--- config.mk ---
export PLATFORM = sky130hd
export DESIGN_NAME = if_id_queue
export DESIGN_NICKNAME = d
export VERILOG_FILES = /design/src/rtl/if_id_pkg.sv /design/src/rtl/ifq_fifo.sv /design/src/rtl/if_id_queue.sv
export SDC_FILE = /design/constraint.sdc
export NUM_CORES = 1
export LEC_CHECK = 0
export BUFFER_PORTS_ARGS = -buffer_cell sky130_fd_sc_hd__buf_4
export CORE_MARGIN = 8
export CORE_UTILIZATION = 40
export DETAILED_ROUTE_END_ITERATION = 8
export GPL_TIMING_DRIVEN = 0
export MAX_ROUTING_LAYER = met4
export SLEW_MARGIN = 20
export SYNTH_ARGS = -nofsm -noshare
export SYNTH_HDL_FRONTEND = slang
export SYNTH_HIERARCHICAL = 1
export SYNTH_SLANG_ARGS = --single-unit
--- constraint.sdc ---
create_clock -name clk -period 5 [get_ports clk]
set_input_delay 0 -clock clk [delete_from_list [all_inputs] [get_ports clk]]
set_output_delay 0 -clock clk [all_outputs]
set_load 0.05 [all_outputs]
--- src/rtl/if_id_pkg.sv ---
`default_nettype none
// ============================================================================
// Module      : if_id_pkg
// Description : Shared types and constants for the IF/ID instruction queue.
//               NOP_INSTR     - encoding presented to decode when idle
//               fetch_entry_t - one queued {pc, instr} pair (32-bit fields)
//               bus_stall_e   - encoding of the two-bit bus stall input
// Revision    : 1.0 - initial release
// ============================================================================
package if_id_pkg;

  // addi x0, x0, 0
  localparam logic [31:0] NOP_INSTR = 32'h0000_0013;

  // Field width is fixed at 32; the queue's XLEN parameter must match it.
  typedef struct packed {
    logic [31:0] pc;
    logic [31:0] instr;
  } fetch_entry_t;

  // Any nonzero value freezes the queue; the individual bits identify the
  // source of the stall but are treated identically here.
  typedef enum logic [1:0] {
    STALL_NONE = 2'b00,
    STALL_IBUS = 2'b01,
    STALL_DBUS = 2'b10,
    STALL_BOTH = 2'b11
  } bus_stall_e;

endpackage
`default_nettype wire

--- src/rtl/ifq_fifo.sv ---
`default_nettype none
// ============================================================================
// Module      : ifq_fifo
// Description : Synchronous FIFO storage for fetch entries with occupancy.
//               Ports: clk, rst (async, active-high), clear (synchronous
//               flush of pointers/count, priority over push/pop), push +
//               wr_data, pop, rd_data (combinational head), count.
// Revision    : 1.0 - initial release
// ============================================================================
module ifq_fifo
  import if_id_pkg::*;
#(
  parameter int DEPTH = 4
) (
  input  logic                         clk,
  input  logic                         rst,
  input  logic                         clear,
  input  logic                         push,
  input  fetch_entry_t                 wr_data,
  input  logic                         pop,
  output fetch_entry_t                 rd_data,
  output logic [$clog2(DEPTH+1)-1:0]   count
);

  localparam int PW = $clog2(DEPTH);
  localparam int CW = $clog2(DEPTH + 1);

  fetch_entry_t  mem [DEPTH];
  logic [PW-1:0] wr_ptr;
  logic [PW-1:0] rd_ptr;
  logic          do_push;
  logic          do_pop;

  // Local guards keep the FIFO from overflowing or underflowing even if a
  // caller asserts push/pop out of turn.
  assign do_push = push && (count != CW'(DEPTH));
  assign do_pop  = pop && (count != '0);

  // Storage carries no reset; contents are only meaningful below count.
  always_ff @(posedge clk) begin
    if (do_push && !clear) begin
      mem[wr_ptr] <= wr_data;
    end
  end

  always_ff @(posedge clk or posedge rst) begin
    if (rst) begin
      wr_ptr <= '0;
      rd_ptr <= '0;
      count  <= '0;
    end else if (clear) begin
      wr_ptr <= '0;
      rd_ptr <= '0;
      count  <= '0;
    end else begin
      if (do_push) wr_ptr <= wr_ptr + 1'b1;
      if (do_pop)  rd_ptr <= rd_ptr + 1'b1;
      case ({do_push, do_pop})
        2'b10:   count <= count + 1'b1;
        2'b01:   count <= count - 1'b1;
        default: count <= count;
      endcase
    end
  end

  assign rd_data = mem[rd_ptr];

endmodule
`default_nettype wire

--- src/rtl/if_id_queue.sv ---
`default_nettype none
// ============================================================================
// Module      : if_id_queue
// Description : DEPTH-entry instruction queue between fetch and decode.
//               Handles decode back-pressure, bus stalls, branch flushes
//               with in-flight response dropping, and WFI bubbles.
//               Fetch side : in_valid, in_pc, in_instr -> in_ready
//               Decode side: out_ready -> out_valid, pc_ID, instr_ID
//               Control    : bus_stall, flush, wfi; status: count
// Revision    : 1.0 - initial release
// ============================================================================
module if_id_queue
  import if_id_pkg::*;
#(
  parameter int          XLEN     = 32,
  parameter int          DEPTH    = 4,
  parameter int          DROP_CNT = 1,
  parameter logic [31:0] NOP      = NOP_INSTR
) (
  input  logic                         clk,
  input  logic                         rst,
  input  logic [1:0]                   bus_stall,
  input  logic                         in_valid,
  input  logic [XLEN-1:0]              in_pc,
  input  logic [XLEN-1:0]              in_instr,
  output logic                         in_ready,
  input  logic                         out_ready,
  input  logic                         flush,
  input  logic                         wfi,
  output logic                         out_valid,
  output logic [XLEN-1:0]              pc_ID,
  output logic [XLEN-1:0]              instr_ID,
  output logic [$clog2(DEPTH+1)-1:0]   count
);

  localparam int         CW        = $clog2(DEPTH + 1);
  localparam logic [2:0] DROP_LOAD = 3'(DROP_CNT);

  logic         stalled;
  logic         accept;
  logic         push;
  logic         pop;
  logic [2:0]   drop_cnt;
  logic [31:0]  last_pc;
  fetch_entry_t wr_entry;
  fetch_entry_t head;

  assign stalled = (bus_stall != STALL_NONE);

  // in_ready deliberately ignores out_ready: a full queue stays closed for
  // the cycle even if decode pops, keeping the ready path short.
  assign in_ready  = (count < CW'(DEPTH)) && !stalled && !flush;
  assign out_valid = (count != '0) && !wfi && !flush;

  // Responses accepted while drop_cnt is nonzero belong to the redirected
  // stream and are swallowed instead of queued.
  assign accept = in_valid && in_ready;
  assign push   = accept && (drop_cnt == 3'd0);
  assign pop    = out_valid && out_ready && !stalled;

  assign wr_entry = '{pc: in_pc, instr: in_instr};

  ifq_fifo #(
    .DEPTH (DEPTH)
  ) u_fifo (
    .clk     (clk),
    .rst     (rst),
    .clear   (flush),
    .push    (push),
    .wr_data (wr_entry),
    .pop     (pop),
    .rd_data (head),
    .count   (count)
  );

  // Flush reloads rather than adds, so back-to-back redirects never stack
  // up more drops than responses actually in flight.
  always_ff @(posedge clk or posedge rst) begin
    if (rst) begin
      drop_cnt <= 3'd0;
    end else if (flush) begin
      drop_cnt <= DROP_LOAD;
    end else if (accept && (drop_cnt != 3'd0)) begin
      drop_cnt <= drop_cnt - 3'd1;
    end
  end

  // Copy of the most recently consumed pc, shown while the queue is empty.
  always_ff @(posedge clk or posedge rst) begin
    if (rst) begin
      last_pc <= '0;
    end else if (pop) begin
      last_pc <= head.pc;
    end
  end

  assign pc_ID    = (count != '0) ? head.pc : last_pc;
  assign instr_ID = out_valid ? head.instr : NOP;

endmodule
`default_nettype wire

==> impl_metrics.env <==
export IMPL_first_pass_iters=4
export IMPL_synth_ff_type="edfxtp_1"
export IMPL_syn2layout_area_growth_pct=29.0
export IMPL_cts_tree="built"
export IMPL_cts_path_max_buffers=3
export IMPL_path_class="flip-flop to flip-flop"
export IMPL_antenna_found_initial=1
export IMPL_synth_cell_types=44
export IMPL_ys_seq_area_share_pct=73.6
export IMPL_totalWireLength_mm=25.7
export IMPL_dpl_hpwl_mm=16.5
export IMPL_ir_drop_mv=0.273
export IMPL_core_sq_um=29400
export IMPL_h_tree_depth=2
export IMPL_setup_violations=0
export IMPL_vias=6443
export IMPL_grt_overflow=0
export IMPL_rsz0062_at_grt="false"
export IMPL_pre_cts_ws_ps=2020
export IMPL_status="finished clean"
export IMPL_hold_viol_final=0
export IMPL_drt_iter0_drc=296
export IMPL_grt_usage_pct=15.0
export IMPL_fin_crit_sh_pct=59.5
export IMPL_cts_root_buf="clkbuf_16"
export IMPL_synth_nets=712
export IMPL_drive_gt1_share_pct=35.5
export IMPL_synthXorXnorAreaFrac_pct=0.221
export IMPL_finish_utilization_pct=52.1
export IMPL_synth_cell_area_sq_um=11900
export IMPL_path_cells="nor4_2 > nand2_1 > nor2_1 > inv_1 > nor3_1 > and2_4 > buf_16"
export IMPL_drv_slew=0
export IMPL_placedCellCount=1168
export IMPL_crit_required_ps=5180
export IMPL_gp_congestion=0.736
export IMPL_crit_slowest_cell="and2_4"
export IMPL_setup_tns_ps=0
export IMPL_cts_resized=0
export IMPL_critPathBufInv=2
export IMPL_drc=0
export IMPL_cpPeakStageDelay_ps=590
export IMPL_synth_edf_count=256
export IMPL_io_buffers=140
export IMPL_grt_pass1_wl_mm=40.4
export IMPL_post_cts_buffers=0
export IMPL_crit_path_start_kind="flip-flop"
export IMPL_reg2reg_to="u_fifo/mem[1][8]"
export IMPL_numCtsBuffers=34
export IMPL_final_cells=1299
export IMPL_critPathTopFamily="simple AND/OR/NAND/NOR gates"
export IMPL_p_leak_uw=0.00577
export IMPL_fin_area_sq_um=15300
export IMPL_yosysWarnings=6
export IMPL_synth_simple_gate_area_share_pct=6.64
export IMPL_drv_cap=0
export IMPL_chipHeight_microns=188
export IMPL_slew_headroom_pct=27.6
export IMPL_place_area_sq_um=13600
export IMPL_critical_path_max_fanout=35
export IMPL_worst_slack_ps=2030
export IMPL_min_path_type="primary input to asynchronous set/reset pin"
export IMPL_syn_inst=633
export IMPL_cts_sinks=298
export IMPL_async_reset_ff_share_pct=14.1
export IMPL_r2r_cells=7
export IMPL_synth_fa_ha_area_share_pct=0.801
export IMPL_fin_worst_skew_ps=24.6
export IMPL_max_freq_mhz=336
export IMPL_cp_end_kind="flip-flop"
export IMPL_dieWidth_microns=188
export IMPL_vias_per_cell=4.96
export IMPL_grt_pass1_vias=7087
export IMPL_timing_rr_start="u_fifo/count[2]"
export IMPL_ys_ff_latch=298
export IMPL_reg2reg_slack_ps=2030
export IMPL_worstMarginPinSlew_ps=1080
export IMPL_holdBufCountCts=71
export IMPL_die_area_sq_um=35500
export IMPL_syn_avg_cell_area_sq_um=18.8
export IMPL_synth_top_family_by_area="multiplexers"
export IMPL_ant_nets=0
export IMPL_critPathArrivalTime_ps=3150
export IMPL_synth_compound_area_share_pct=0.948
export IMPL_start_util_pct=40.4
export IMPL_post_route_min_period_ps=2970
export IMPL_finalNetCount=964
export IMPL_n_fill_cell=2398
export IMPL_path_clk_slew_ps=60
export IMPL_crit_start="u_fifo/count[2]"
export IMPL_wl_per_cell_microns=19.8
export IMPL_muxShareOfSynthArea_pct=15.7
export IMPL_ioPinCount=141
export IMPL_cellPowerDensity_nw_per_um2=339
export IMPL_clk_latency_ps=500
export IMPL_std_cell_rows=63
export IMPL_grt_max_degree=44
-- synthesized netlist by cell type, drive strengths merged, types with 4 or more instances --
cell type	n	area [sq um]
mux4	64	1440
nand2b	7	43.8
inv	10	42.5
ha	6	75.1
mux2	33	405
o21ai	4	20.0
and3	29	181
a21oi	4	20.0
clkbuf	14	52.6
nor2	7	26.3
nand3	5	37.5
and2	5	31.3
nand2	97	364
dfrtp	42	1050
buf	20	151
edfxtp	256	7690
-- sequential cells by signal (all words and copies together) (netlist names) --
signal         flops
drop_cnt           3
last_pc           32
u_fifo/count       3
u_fifo/mem       256
u_fifo/rd_ptr      2
u_fifo/wr_ptr      2
-- power by group --
| group | switching [uW] | internal (uW) | leakage [uW] |
|---|---|---|---|
| registers | 2.26 | 2710 | 0.00288 |
| logic | 73.5 | 85.7 | 0.00237 |
| clock network | 934 | 1390 | 0.000517 |
-- worst min-delay path: cells and delay by family --
family	cells	cell delay (ps)
buffers and inverters	3	910
-- layout make-up --
| type | instances | area, sq um | share of cell area (%) |
|---|---|---|---|
| sequential | 298 | 8740 | 57.0 |
| multi-input combinational | 291 | 2910 | 19.0 |
| timing repair buffer | 216 | 1890 | 12.3 |
| clock buffer | 44 | 908 | 5.93 |
| tap | 390 | 488 | 3.18 |
| buffer | 34 | 204 | 1.33 |
| clock inverter | 15 | 140 | 0.915 |
| inverter | 10 | 42.5 | 0.278 |
| antenna | 1 | 2.50 | 0.0163 |
-- cells by family (layout without fill, tap and decap cells) --
logic type | Yosys count | in the layout
AOI/OAI and AO/OA | 17 | 17
xor gates and xnor gates | 3 | 3
adders and majority gates | 7 | 7
buffers and inverters | 44 | 319
DFF | 298 | 298
muxes | 99 | 99
other | 0 | 1
and+or+nand+nor | 165 | 165
-- cell usage in the layout (no fill, tap or decap), types with 3 or more instances in the layout --
cell type / netlist / final
nand2b_1: 7 / 7
buf_2: 10 / 10
nor3_1: 3 / 3
and2_4: 0 / 4
mux4_2: 64 / 64
clkinv_2: 0 / 8
and3_1: 29 / 29
a21oi_1: 4 / 4
nor2_1: 7 / 7
dlygate4sd3_1: 0 / 71
dfrtp_1: 42 / 42
clkbuf_16: 0 / 34
buf_4: 3 / 143
mux2_2: 24 / 24
inv_1: 9 / 8
o21ai_0: 3 / 3
buf_6: 7 / 7
clkbuf_1: 14 / 22
mux2_4: 9 / 9
nand3_1: 4 / 4
edfxtp_1: 256 / 256
buf_16: 0 / 4
nand2_1: 97 / 97
ha_1: 6 / 6
-- routing by layer --
layer	track usage, %	routed length (microns)	up-vias
li1	-	-	2976
met1	18.6	11300	3282
met2	24.9	12800	145
met3	3.22	1130	40
met4	3.79	479	0
met5	-	0	-
-- through the flow --
stage | total power (uW) | hold slack (ps)
floorplan | 2790 | -197
global placement | 2870 | -19.1
detailed placement | 2880 | -18.6
CTS | 5270 | 9.27
global route | 5380 | 53.0
finish | 5190 | 24.7
-- worst max path at each step --
| stage | to | slack, ps | depth (start not counted) |
|---|---|---|---|
| after CTS | pc_ID[11] | 2020 | 5 |
| after detailed placement | u_fifo/mem[1][8] | 2020 | 7 |
| after global placement | u_fifo/mem[1][8] | 20 | 6 |
| after global routing | u_fifo/mem[1][21] | 1800 | 7 |
| final | u_fifo/mem[1][8] | 2030 | 7 |
| after floorplan | u_fifo/mem[0][0] | 650 | 6 |
(Power assumes the default switching activity.)
